==> config.mk <==
export PLATFORM = sky130hd
export DESIGN_NAME = pipe_stage_reg
export DESIGN_NICKNAME = d
export VERILOG_FILES = /design/src/rtl/pipe_stage_reg.sv
export SDC_FILE = /design/constraint.sdc
export NUM_CORES = 1
export LEC_CHECK = 0
export BUFFER_PORTS_ARGS = -buffer_cell sky130_fd_sc_hd__buf_2
export CORE_ASPECT_RATIO = 1.75
export CORE_MARGIN = 2
export CORE_UTILIZATION = 48
export DETAILED_ROUTE_END_ITERATION = 10
export HOLD_SLACK_MARGIN = 0.1
export PLACE_DENSITY_LB_ADDON = 0.15
export SLEW_MARGIN = 10
export SYNTH_ARGS = -nofsm -noshare
export SYNTH_HDL_FRONTEND = slang
export SYNTH_SLANG_ARGS = --single-unit
==> constraint.sdc <==
create_clock -name clk -period 5.94 [get_ports clk]
set_clock_uncertainty 0.1 [all_clocks]
set_input_delay 1.188 -clock clk [delete_from_list [all_inputs] [get_ports clk]]
set_output_delay 1.188 -clock clk [all_outputs]
set_load 0.05 [all_outputs]
==> src/rtl/pipe_stage_reg.sv <==
// pipe_stage_reg: multi-stage pipeline register with valid, stall, flush.
// Optional stall counter built when PIPE_STAGE_REG_STALL_CNT_EN is defined.
module pipe_stage_reg #(
    parameter int unsigned      WIDTH     = 64,
    parameter int unsigned      DEPTH     = 1,
    parameter logic [WIDTH-1:0] NOP_VALUE = '0
) (
    input  logic                       clk,
    input  logic                       reset,
    input  logic [WIDTH-1:0]           d,
    input  logic                       d_valid,
    input  logic                       stall,
    input  logic                       flush,
    output logic [WIDTH-1:0]           q,
    output logic                       q_valid,
    output logic [$clog2(DEPTH+1)-1:0] occupancy,
    output logic [15:0]                stall_cnt
);

    localparam int unsigned OCC_W = $clog2(DEPTH + 1);

    if (DEPTH < 1 || DEPTH > 8) begin : g_bad_depth
        $error("pipe_stage_reg: DEPTH must be 1..8");
    end

    logic [WIDTH-1:0] data_r [DEPTH];
    logic [DEPTH-1:0] valid_r;

    // Stage registers: reset/flush squash to bubbles, stall holds, else shift.
    always_ff @(posedge clk or posedge reset) begin
        if (reset) begin
            for (int i = 0; i < DEPTH; i++) begin
                data_r[i] <= NOP_VALUE;
            end
            valid_r <= '0;
        end else if (flush) begin
            for (int i = 0; i < DEPTH; i++) begin
                data_r[i] <= NOP_VALUE;
            end
            valid_r <= '0;
        end else if (!stall) begin
            data_r[0]  <= d_valid ? d : NOP_VALUE;
            valid_r[0] <= d_valid;
            for (int i = 1; i < DEPTH; i++) begin
                data_r[i]  <= data_r[i-1];
                valid_r[i] <= valid_r[i-1];
            end
        end
    end

    assign q       = data_r[DEPTH-1];
    assign q_valid = valid_r[DEPTH-1];

    // Popcount of the valid bits; purely from registers.
    always_comb begin
        occupancy = '0;
        for (int i = 0; i < DEPTH; i++) begin
            occupancy = occupancy + OCC_W'(valid_r[i]);
        end
    end

`ifdef PIPE_STAGE_REG_STALL_CNT_EN
    logic [15:0] cnt_r;

    // Count stalled cycles that actually freeze live data, saturating.
    always_ff @(posedge clk or posedge reset) begin
        if (reset) begin
            cnt_r <= '0;
        end else if (flush) begin
            cnt_r <= '0;
        end else if (stall && occupancy != '0 && cnt_r != 16'hFFFF) begin
            cnt_r <= cnt_r + 16'd1;
        end
    end

    assign stall_cnt = cnt_r;
`else
    assign stall_cnt = 16'h0000;
`endif

endmodule

## Word-level counts from Yosys, hierarchy flattened

Index checks and enable logic that the tools add are counted.

| storage, ports and cells | value |
|---|---|
| flip-flop bits (word level) | 65 |
| bits in latches | 0 |
| bits in writable memories | 0 |
| bits in read-only memories | 0 |
| input bits | 69 |
| word-level logic and storage cells | 8 |
| memories | 0 |

| cells by class | value |
|---|---|
| $add $sub $neg | 0 |
| $mul | 0 |
| divide/modulo/power cells | 0 |
| order comparisons | 0 |
| equal/unequal tests | 1 |
| shift-type cells | 0 |
| muxes and demuxes | 5 |
| bitwise operators | 0 |
| reductions and logical operators | 0 |

Operators with widths:

| cell | count |
|---|---|
| two-way mux 64 bit | 3 |
| two-way mux 1 bit | 2 |
| != test 2 x 1 -> 1 bit, second input constant | 1 |

## Longest topological paths before layout

| depth | value |
|---|---|
| depth after elaboration | 3 |
| mapped depth | 4 |
| mapped depth without buffers | 2 |

## Worst setup path after synthesis

OpenSTA, ideal clock, no wires.

| timing | value |
|---|---|
| path type | reg-to-output |
| start | register valid_r (netlist: q_valid) |
| end | output q_valid |
| arrival | 0.903 ns |
| data required time | 4.652 ns |
| slack | 3.749 ns |
| cell stages (with the launch flop) | 2 |
| path buffers | 1 |
| cell sequence | dfrtp_1 -> buf_4 |

RTL lines:

| item | RTL line | text |
|---|---|---|
| from (decl) | 27 | `logic [DEPTH-1:0] valid_r;` |
| from (signal, indexed assignment) | 46 | `valid_r[i] <= valid_r[i-1];` |
| to (decl) | 15 | `output logic q_valid,` |

No word-level cell between the ends.

## Worst setup path after layout

| timing | value |
|---|---|
| start | input stall |
| end | register data_r, in the netlist q[9] |

| between the ends | value |
|---|---|
| cells in the longest elaborated chain, start to end | 1 |

Ends and longest elaborated chain:

| item | RTL line | text |
|---|---|---|
| from (decl) | 12 | `input logic stall,` |
| != test 2 x 1 -> 1 bit (no line) | n/a |  |
| to (signal, indexed assignment) | 45 | `data_r[i] <= data_r[i-1];` |
| to (decl) | 26 | `logic [WIDTH-1:0] data_r [DEPTH];` |

No other way between the ends.
A chain may end at the register's enable or synchronous reset.

==> key figures <==
Clock network
  • Worst skew pair latency: 330 ps
  • Register clock-pin slew on the reported worst setup and hold paths: roughly 70 ps
  • CTS max path bufs: 2
  • Clock sinks: 65
  • Post-CTS sizing: 0
  • Cts hold-fix bufs: 0
  • # Post-CTS Setup Buffers: 0
  • Clock root cell: clkbuf_8
  • CTS tree: yes
  • Num CTS Buffers: 9
  • H-tree levels: 3

Floorplanning
  • Core ar.: ~0.0058 mm^2
  • Die area: approximately 0.0066 mm^2
  • Die width: around 62 um
  • Die height: 106 um
  • Std cell rows: 37
  • Starting Density: between 40% and 50%
  • I/O Pins: ~150

Detailed routing
  • Initial DRC Count: roughly 150
  • Residual DRC: 0
  • Wire length on met1: roughly 2400 um
  • Max layer used: met4
  • WL final: about 6400 um
  • Routed met2 length: around 3200 um
  • Met3 wire length: 505 um
  • ANT nets after route: 0
  • DR vias: roughly 2300
  • Avg WL per Cell: around 14 um
  • 1st-pass router iterations: 4
  • Post-DR vias/cell: 5.12

Critical path
  • CP max-delay cell: nor2b_4
  • Worst EP required: 6100 ps
  • Startpoint Class: input pin
  • WS Path Type: input pin to register
  • CP max stage delay: 750 ps
  • CP Capture Type: register
  • WP data arrival: 2890 ps
  • CP Cell Sequence: buf_2 > nor2b_4 > a32o_1
  • Crit path max fanout: 69

Global routing
  • Largest net degree at the start of global routing: 70
  • Vias in the first global route: around 2100
  • Total track usage: 19.4%
  • Total congestion overflow: 0
  • Initial antenna violation count: 0
  • Global-route wire length before repair: between 9000 and 10000 um

Synthesis
  • Syn. warnings: 0
  • Synth cell types: 15
  • Syn avg cell area: about 12 um^2
  • Post-Syn Area: between 0.002 and 0.003 mm^2
  • Post-Syn Instances: approximately 240
  • Number of synthesized register bits: 65
  • Register area share after synthesis: 57.4%

Final layout
  • Multi-input logic area: about 950 um^2
  • Layout cell share with drive strength beyond 1: 41.6%
  • Area grow syn2layout: 25.1%
  • Cell area after layout: between 0.003 and 0.004 mm^2
  • Sequential Area: between 0.0015 and 0.002 mm^2
  • # diodes: 0
  • Layout net count: 432
  • Fillers: between 500 and 600

Placed design
  • Placed cell area: 0.00336 mm^2
  • IO buf count: between 100 and 150
  • DP Wirelength: ~4300 um
  • GPL Wtd Cong: around 0.77

Run status
  • Outcome: complete, no violations

Timing
  • Final period util: 46.0%
  • RSZ-0062 raised after global routing: false
  • Setup Total Neg Slack: 0 ps
  • Hold Vio Cnt, Final: 0
  • Fmax: about 370 MHz
  • Setup violators final: 0
  • Hold Slack: just under 400 ps
  • Fin crit period: roughly 2700 ps
  • Slew Viols, Final: 0
  • Worst-Margin Slew: approximately 960 ps
  • Relative slew margins: 35.8%

Hold path
  • Tightest Hold Check Type: register to register

Power
  • Worst VDD drop: approximately 0.2 mV
  • PwrDens: between 200 and 300 mW/mm^2
  • Power, Total: about 1.0 mW
  • Leakage: roughly 1.9 nW

Job
  • Max-Cap Viols: 0
-- stage by stage --
| stage | setup slack [ps] | cells | util (%) |
|---|---|---|---|
| 2_1_floorplan | 3030 | 258 | - |
| 3_3_place_gp | 2930 | 430 | 58.0 |
| 3_5_place_dp | 2880 | 430 | 58.0 |
| 4_1_cts | 3220 | 446 | 61.3 |
| 5_1_grt | 3060 | 446 | 61.3 |
| 6_report | 3210 | 446 | 61.3 |
-- cell type report --
class                           count  area share, %
Clock buffer                       11           3.71
Timing Repair Buffer              135           19.1
Multi-Input combinational cell    150           26.7
Tap cell                           78           2.75
Sequential cell                    65           45.9
Inverter                            2          0.212
Clock inverter                      5           1.59
-- critical path: cells and delay by family --
kind                   cells  cell delay [ps]
AO/OA/AOI/OAI              1              210
buffers and inverters      1              720
AND/OR/NAND/NOR            1              750
-- sequential cells by signal (all words and copies together) (netlist names) --
name and flops:
q 64, q_valid 1
-- logic make-up after synthesis --
kind of cell           share of synthesized area, %
AOI/OAI and AO/OA                              16.8
other                                         0.132
DFF                                            57.4
and+or+nand+nor                                14.2
muxes                                         0.353
buffers and inverters                          11.2
-- Yosys cell counts, drive strengths merged --
cell     n  share of area [%]
a21oi   33                5.8
nand3b  33                8.7
dfrtp   65                 57
inv      2               0.26
nor2     1               0.13
mux2i    1               0.35
clkbuf   5               0.66
conb     1               0.13
nand2   33                4.4
buf     36                 10
nor2b    2               0.97
a32o    31                 11
-- per-layer routing --
| layer | vias up | global-route usage (%) |
|---|---|---|
| met2 | 109 | 30.2 |
| met1 | 1081 | 24.0 |
| met5 | - | 0 |
| met3 | 17 | 4.54 |
| met4 | 0 | 10.2 |
| li1 | 1078 | - |
-- where the power goes --
group / internal, mW / switching (mW)
Sequential: 0.459 / 0.00894
Combinational: 0.0450 / 0.135
Clock: 0.193 / 0.160
Total: 0.697 / 0.304
-- cells in the final DEF (no fill, tap or decap) --
cell type	n
inv_2	2
clkbuf_8	9
nand3b_1	33
bufinv_16	1
buf_2	134
nor2b_4	2
dfrtp_1	65
buf_4	1
clkinvlp_4	1
conb_1	16
a32o_1	31
clkbuf_1	2
a21oi_1	33
nor2_1	1
clkinv_4	1
nand2_1	33
mux2i_1	1
clkinv_2	2
-- final timing paths --
kind                          from  endpoint  slack, ps  cells past startpoint
min in group asynchronous    reset     q[26]       1000                      3
hold / removal               q[60]     q[60]        390                      1
hold reg to reg              q[60]     q[60]        390                      1
max in group asynchronous    reset     q[42]       4200                      3
setup / recovery             stall      q[9]       3210                      3
setup reg to reg           q_valid   q_valid       5090                      2
No activity file was read; power rests on OpenSTA's default activity.
